==> src/rtl/bg_pixel_encode.sv <==
// Streaming palette encoder: maps an RGB444 pixel to the index of the nearest
// (L1 distance) entry of a run-time loaded palette, one entry per cycle.
module bg_pixel_encode #(
  parameter int unsigned N_ENTRIES = 29,
  parameter int unsigned IDX_W     = 5
) (
  input  logic             clk,
  input  logic             rst_n,
  input  logic             pal_we,
  input  logic [IDX_W-1:0] pal_addr,
  input  logic [11:0]      pal_data,
  input  logic             in_valid,
  output logic             in_ready,
  input  logic [11:0]      in_pixel,
  output logic             out_valid,
  input  logic             out_ready,
  output logic [IDX_W-1:0] out_index,
  output logic             out_exact,
  output logic [5:0]       out_dist
);

  localparam int unsigned PIX_W  = 12;
  localparam int unsigned CH_W   = 4;
  localparam int unsigned DIST_W = 6;

  typedef enum logic [1:0] {IDLE, SEARCH, DONE} state_t;

  state_t              state;
  logic [PIX_W-1:0]    palette [N_ENTRIES];
  logic [PIX_W-1:0]    pixel;
  logic [IDX_W-1:0]    cnt;
  logic [IDX_W-1:0]    best_idx;
  logic [DIST_W-1:0]   best_dist;

  logic [PIX_W-1:0]    entry_c;
  logic [DIST_W-1:0]   dist_c;
  logic                better_c;
  logic [IDX_W-1:0]    cand_idx_c;
  logic [DIST_W-1:0]   cand_dist_c;
  logic                last_c;
  logic                wr_ok_c;

  function automatic logic [CH_W-1:0] abs_diff(input logic [CH_W-1:0] a,
                                               input logic [CH_W-1:0] b);
    return (a > b) ? CH_W'(a - b) : CH_W'(b - a);
  endfunction

  // Distance to the entry under test and the running best including it
  always_comb begin
    entry_c     = palette[cnt];
    dist_c      = DIST_W'(abs_diff(pixel[11:8], entry_c[11:8]))
                + DIST_W'(abs_diff(pixel[7:4],  entry_c[7:4]))
                + DIST_W'(abs_diff(pixel[3:0],  entry_c[3:0]));
    better_c    = dist_c < best_dist;
    cand_idx_c  = better_c ? cnt : best_idx;
    cand_dist_c = better_c ? dist_c : best_dist;
    last_c      = (dist_c == '0) || (cnt == IDX_W'(N_ENTRIES - 1));
    wr_ok_c     = pal_we && (state == IDLE)
                && ({1'b0, pal_addr} < (IDX_W + 1)'(N_ENTRIES));
  end

  // Palette registers; writable only while idle
  always_ff @(posedge clk or negedge rst_n) begin
    if (!rst_n) begin
      for (int i = 0; i < int'(N_ENTRIES); i++) palette[i] <= '0;
    end else if (wr_ok_c) begin
      palette[pal_addr] <= pal_data;
    end
  end

  // Search FSM with registered handshake and result outputs
  always_ff @(posedge clk or negedge rst_n) begin
    if (!rst_n) begin
      state     <= IDLE;
      in_ready  <= 1'b1;
      out_valid <= 1'b0;
      out_index <= '0;
      out_dist  <= '0;
      out_exact <= 1'b0;
      pixel     <= '0;
      cnt       <= '0;
      best_idx  <= '0;
      best_dist <= '1;
    end else begin
      case (state)
        IDLE: begin
          if (in_valid) begin
            pixel     <= in_pixel;
            cnt       <= '0;
            best_idx  <= '0;
            best_dist <= DIST_W'(63);
            in_ready  <= 1'b0;
            state     <= SEARCH;
          end
        end
        SEARCH: begin
          best_idx  <= cand_idx_c;
          best_dist <= cand_dist_c;
          if (last_c) begin
            out_index <= cand_idx_c;
            out_dist  <= cand_dist_c;
            out_exact <= (cand_dist_c == '0);
            out_valid <= 1'b1;
            state     <= DONE;
          end else begin
            cnt <= cnt + IDX_W'(1);
          end
        end
        DONE: begin
          if (out_ready) begin
            out_valid <= 1'b0;
            in_ready  <= 1'b1;
            state     <= IDLE;
          end
        end
        default: begin
          out_valid <= 1'b0;
          in_ready  <= 1'b1;
          state     <= IDLE;
        end
      endcase
    end
  end

endmodule

==> config.mk <==
export PLATFORM = sky130hd
export DESIGN_NAME = bg_pixel_encode
export DESIGN_NICKNAME = d
export VERILOG_FILES = /design/src/rtl/bg_pixel_encode.sv
export SDC_FILE = /design/constraint.sdc
export NUM_CORES = 1
export LEC_CHECK = 0
export ABC_AREA = 1
export BUFFER_PORTS_ARGS = -buffer_cell sky130_fd_sc_hd__buf_2
export CORE_MARGIN = 2
export CORE_UTILIZATION = 65
export CTS_CLUSTER_SIZE = 30
export DETAILED_ROUTE_END_ITERATION = 12
export GPL_TIMING_DRIVEN = 0
export PLACE_DENSITY_LB_ADDON = 0.3
export SLEW_MARGIN = 10
export SYNTH_ARGS = -nofsm -noshare
export SYNTH_HDL_FRONTEND = slang
export SYNTH_SLANG_ARGS = --single-unit
==> constraint.sdc <==
create_clock -name clk -period 11.2 [get_ports clk]
set_clock_uncertainty 0.1 [all_clocks]
set_input_delay 1.12 -clock clk [delete_from_list [all_inputs] [get_ports clk]]
set_output_delay 1.12 -clock clk [all_outputs]
set_load 0.01 [all_outputs]
### Word level (Yosys, flattened, before mapping)

Cells that the tools add are included.

* bits in registers: 392
* input bits: 34
* output and inout bits: 14

* add/sub/neg operators: 9
* order comparisons: 8
* eq/ne operators: 7
* mux-type cells: 27
* bitwise logic cells: 4
* reductions and logical operators: 15

Operators by type and width (number)
* $bwmux W348: 1
* $bmux W12 S5: 1
* $demux W12 S5: 1
* $mux W12: 3
* $sub A4 B4 Y4: 6
* $pmux W5 S2: 2
* $mux W5: 3
* $ge A6 B6 Y1 const B: 2
* $gt A4 B4 Y1: 3
* $logic_not A6 Y1: 2
* $mux W4: 3
* $mux W6: 2
* $not A5 Y6: 2
* $pmux W6 S2: 1
* $reduce_and A3 Y1: 4
* $ne A2 B2 Y1 const B: 4
* $add A5 B4 Y6: 1
* $lt A6 B1 Y1 const B: 1
* $lt A6 B6 Y1: 1
* $mux W2: 3
* $pmux W1 S3: 2
* $pmux W2 S3: 1
* $reduce_and A2 Y1: 3
* $add A4 B4 Y5: 1
* other kinds (11): 17

### Longest topological paths before layout

* depth after elaboration: 12
* depth in mapped cells: 43
* mapped depth without buffers: 40

### Worst setup path after synthesis

No wires, ideal clock.

* path type: register -> register
* start: reg cnt[1]
* end: reg out_exact
* setup time: 117 ps
* arrival: 5280 ps
* required time: 10983 ps
* path slack: 5702 ps
* cell stages (with the launch flop): 36
* path buffers: 4
* period minus slack after synthesis: 5498 ps
* cells stage by stage: dfrtp_1 buf_2 buf_2 buf_1 nand3_1 nand3_1 nand3_1 inv_1 nand2_1 o21ai_0 inv_1 ha_1 fa_1 o21ai_0 nand2_1 nand2_1 nand2_1 xnor2_1 inv_1 fa_1 inv_1 fa_1 nand2_1 nand2_1 nand2_1 inv_1 ha_1 nand2_1 inv_1 a21oi_1 nand2_1 clkbuf_1 o21ai_0 nor2_1 nand3_1 nand2_1

* longest elaborated chain between the ends: 11
* elaborated cells on any way between the ends: 25
* classes of those cells: 8 x add/sub; 4 x order compare; 1 x eq/ne; 7 x mux; 1 x bitwise; 4 x reduce/logical

RTL lines
* start: declaration: line 31 `logic [IDX_W-1:0] cnt;`
* start signal: assignment: line 106 `cnt <= cnt + IDX_W'(1);`
* $not A5 Y6 (not written as such): line 50 `entry_c = palette[cnt];`
* $bmux W12 S5: line 50
* $mux W12 (not written as such) (2 in a row): line 50
* $sub A4 B4 Y4 / $gt A4 B4 Y1 (equally long branches): line 45 `return (a > b) ? CH_W'(a - b) : CH_W'(b - a);`
* $mux W4: line 45
* $add A4 B4 Y5: line 52 `+ DIST_W'(abs_diff(pixel[7:4], entry_c[7:4]))`
* $add A5 B4 Y6: line 53 `+ DIST_W'(abs_diff(pixel[3:0], entry_c[3:0]));`
* $lt A6 B6 Y1 / $logic_not A6 Y1 (equally long branches): line 54, 57
* $mux W6 / $logic_or A1 B1 Y1 (equally long branches): line 56, 57
* $logic_not A6 Y1 / $reduce_and A2 Y1 (equally long branches)
* end signal: assignment: line 102 `out_exact <= (cand_dist_c == '0);`
* end: declaration: line 18 `output logic out_exact,`

Parallel ways exist; a longest one is shown, timed or not. The select of a mux whose other input is x is not followed.
A chain may end at the register's enable or synchronous reset.

### Worst setup path in the final report

* start: reg cnt[0]
* end: reg out_exact

The elaborated chain is that of the path after synthesis.

==> results.env <==
OUTCOME='finished, final reports clean'
CTS-ROOT-TO-SINK-BUFFERS=3
UNREPAIRED_SETUP_ENDPOINTS_AFTER_GLOBAL_ROUTING='false'
AREA_SHARE_OF_THE_LARGEST_CELL_TYPE_AFTER_SYNTHESIS_PCT=51.5
DRT_ITER0_DRCS=2495
TIMING.HOLD.WORST.CLASS='register to register'
CTS_ROOT_BUF='clkbuf_16'
DRT-WIRELENGTH-PER-CELL_MICRONS=23.8
CTS_TREE='done'
CPMOSTUSEDCELL='nand2_1'
ROUTE.DETAILED.DRC=0
HPWLAFTERDP_MM=46.4
SYNTHDOMINANTAREACELLTYPE='dfrtp_1'
YOSYSUNIQUECELLTYPES=34
POST_CTS_RESIZE_COUNT=0
CLKSLEWWORSTSETUPHOLDPATHS_NS=0.06
WORST_PATH_MAX_STAGE_DELAY_NS=0.74
R2R_CELLS=34
GRT_MAX_DEGREE=116
UTILIZATION_PCT=73.2
FINALNETCOUNT=2455
SETUP.WORST_PATH.CLASS='register to register'
CRITICAL_PATH_ARRIVAL_NS=7.97
HOLD_END='in_ready$_DFFE_PN1P_'
FINALCRITPERIODSHARE_PCT=68.3
CLOCK-SINKS=392
CTS_MAX_LEVEL=2
YS_TOP_CELLS_BY_COUNT='569 x nand2_1, 403 x o21ai_0, 385 x dfrtp_1'
WORST-PATH-MAX-FANOUT=10
HEIGHT_OF_THE_DIE_MICRONS=174
NUM_IO_PINS=48
FIN_WS_NS=3.56
FLOORPLAN.DIE.WIDTH_MICRONS=174
SYNTH_AREA_PER_CELL_SQ_UM=8.18
CP-START-KIND='register'
HP-START='in_ready$_DFFE_PN1P_'
POST_CTS_BUFFERS=0
ANT_NETS=0
FINAL_COUNT_OF_PINS_VIOLATING_MAX_SLEW=0
FINAL_HOLD_VIOL_COUNT=0
MAX-SLEW-MARGIN-REL_PCT=16.6
FINAL.FILL_COUNT=2257
FINAL_PERIOD_MINUS_WORST_SETUP_SLACK_NS=7.64
PORT_BUFFERS=46
YOSYS_REGISTER_BITS=392
SYNTHESIS.NETS=2363
FMAX_MHz=131
DRV_CAP=0
NUMBER_OF_VIAS_IN_THE_ROUTED_LAYOUT=18000
COUNT_OF_YOSYS_WARNINGS_DURING_SYNTHESIS=0
WORSTSETUPENDPOINTTYPE='register'
DR.PASS1.ITERS=6
OVERFLOW=0
YOSYS_MOST_USED_DFF='dfrtp_1'
POST_SYNTH_EDFFS=0
FIN_AREA_SQ_UM=20900
R2R-START='cnt[0]$_DFFE_PN0P_'
DP_SLACK_NS=3.82
FIRST_GLOBAL_VIAS=17200
VIA_DENSITY_PER_INSTANCE=6.43
ROWS=62
POSTSYNTHCELLCOUNT=2287
TOTAL_CLOCK_BUFFERS_CREATED_BY_CTS=41
REGTOREGENDPOINT='out_exact$_DFFE_PN0P_'
GR-USAGE-ALL-LAYERS_PCT=44.5
SETUP_VIOLATIONS=0
START_UTIL_PCT=65.5
YS_SEQ_AREA_SHARE_PCT=52.5
REGTOREGSETUPSLACK_NS=3.56
WL_MM=66.4
PROPORTION_OF_REGISTER_BITS_WITH_ASYNCHRONOUS_SET_OR_RESET_AFTER_SYNTHESIS_PCT=100
MAPPEDNETLISTAREA_SQ_UM=18700
CORE_REGION_AREA_SQ_UM=28500
SYNTHMOSTINSTANTIATEDCELL='nand2_1'
FINALSETUPTNS_NS=0
SYNTH_TOP_CELLS_BY_AREA='dfrtp_1 51%, nand2_1 11%, o21ai_0 11%, nor2_1 4.3%, o21ai_1 3.9%'
TIGHTEST_SLEW_NS=1.25
GRT_ANTENNA_BEFORE_REPAIR=0
DIE_AREA_SQ_UM=30200
GLOBALPLACE.CONGESTION=1.02
HOLD_BUFFERS=0
PLACE_AREA_SQ_UM=19500
CLKLATENCYLATEPIN_NS=0.54
CRITPATHREQUIREDTIME_NS=11.53
MIN_PATH_CELLS=2
FLOW.AREA_GROWTH_FROM_SYNTHESIS_PCT=11.7
CPMAXSTAGEDELAYCELL='clkbuf_1'
DRIVE_GT1_SHARE_PCT=7.63
GLOBAL_ROUTE_WIRE_LENGTH_BEFORE_REPAIR_MM=101
layout by cell type (no fill, tap or decap), types with 3 or more instances in the layout:
cell type  netlist  layout
nand3_1         80      80
clkinv_1         3       3
a21oi_1         29      29
xnor2_1          5       5
buf_2           31      76
nand2_1        569     569
fa_1            11      11
o21ai_0        403     403
nand4_1         23      23
dfrtp_1        385     385
o22ai_1         30      30
nand2_2         15      15
inv_1          104     104
o21ai_1        145     145
clkbuf_8         0      10
inv_2            3       3
buf_16           0       3
dfstp_2          7       7
buf_1            5       5
ha_1            31      31
clkbuf_16        0      43
xor2_1           3       3
nor2_1         215     215
nor3_1           8       8
o211ai_1        35      35
clkbuf_1       130     137
buf_6            5       5
clkinv_2         1      13
layer usage:
metal | global-route usage (%) | share of wire [%] | vias up
met2 | 65.7 | 43 | 1403
met5 | 0 | 0 | -
met3 | 12.3 | 13 | 281
met4 | 26.8 | 6.8 | 0
li1 | - | - | 7757
met1 | 59.3 | 37 | 8536
area by class of cell:
| cell class | count | area (sq um) | area share [%] |
|---|---|---|---|
| buffer | 171 | 718 | 3.44 |
| sequential | 392 | 9820 | 47.0 |
| antenna | 1 | 2.50 | 0.0120 |
| tap | 384 | 480 | 2.30 |
| timing repair buffer | 49 | 323 | 1.55 |
| clock buffer | 60 | 1240 | 5.94 |
| inverter | 111 | 418 | 2.00 |
| multi-input combinational | 1613 | 7750 | 37.1 |
| clock inverter | 16 | 136 | 0.653 |
worst max path at each step:
stage	endpoint	cells past startpoint	startpoint
floorplan	out_exact$_DFFE_PN0P_	35	cnt[1]$_DFFE_PN0P_
global placement	palette[20]$_DFFE_PN0P_	1	rst_n
detailed placement	out_exact$_DFFE_PN0P_	35	cnt[1]$_DFFE_PN0P_
CTS	out_exact$_DFFE_PN0P_	35	cnt[1]$_DFFE_PN0P_
global route	out_exact$_DFFE_PN0P_	35	cnt[1]$_DFFE_PN0P_
finish	out_exact$_DFFE_PN0P_	34	cnt[0]$_DFFE_PN0P_
cells by family after synthesis:
group / Yosys count / share of synthesized area (%)
flops: 392 / 52.5
simple gates: 915 / 19.7
buf+inv: 282 / 6.07
xor+xnor: 8 / 0.375
fa+ha+maj: 42 / 3.25
mux: 1 / 0.0535
compound gates: 647 / 18.0
state kept, by name (all words and copies together), names as in the netlist, 2 cells and up:
| register | flops |
|---|---|
| palette | 348 |
| state | 2 |
| out_index | 5 |
| best_idx | 5 |
| cnt | 5 |
| best_dist | 6 |
| out_dist | 6 |
| pixel | 12 |
per-stage QoR:
stage | hold WS [ns] | instances
floorplan | 0.348 | 2287
global placement | 0.357 | 2717
detailed placement | 0.361 | 2720
CTS | 0.371 | 2796
global route | 0.392 | 2796
finish | 0.369 | 2797
critical path, delay by kind of cell (launching register included):
family | cells | cell delay, ns
xor+xnor | 1 | 0.15
simple gates | 14 | 1.55
compound gates | 7 | 1.77
flops | 1 | 0.57
fa+ha+maj | 5 | 1.69
buf+inv | 7 | 1.66
Power is left out: the tool's default activity adds up to more than one toggle a clock period on the data nets, which glitch-free logic cannot reach.
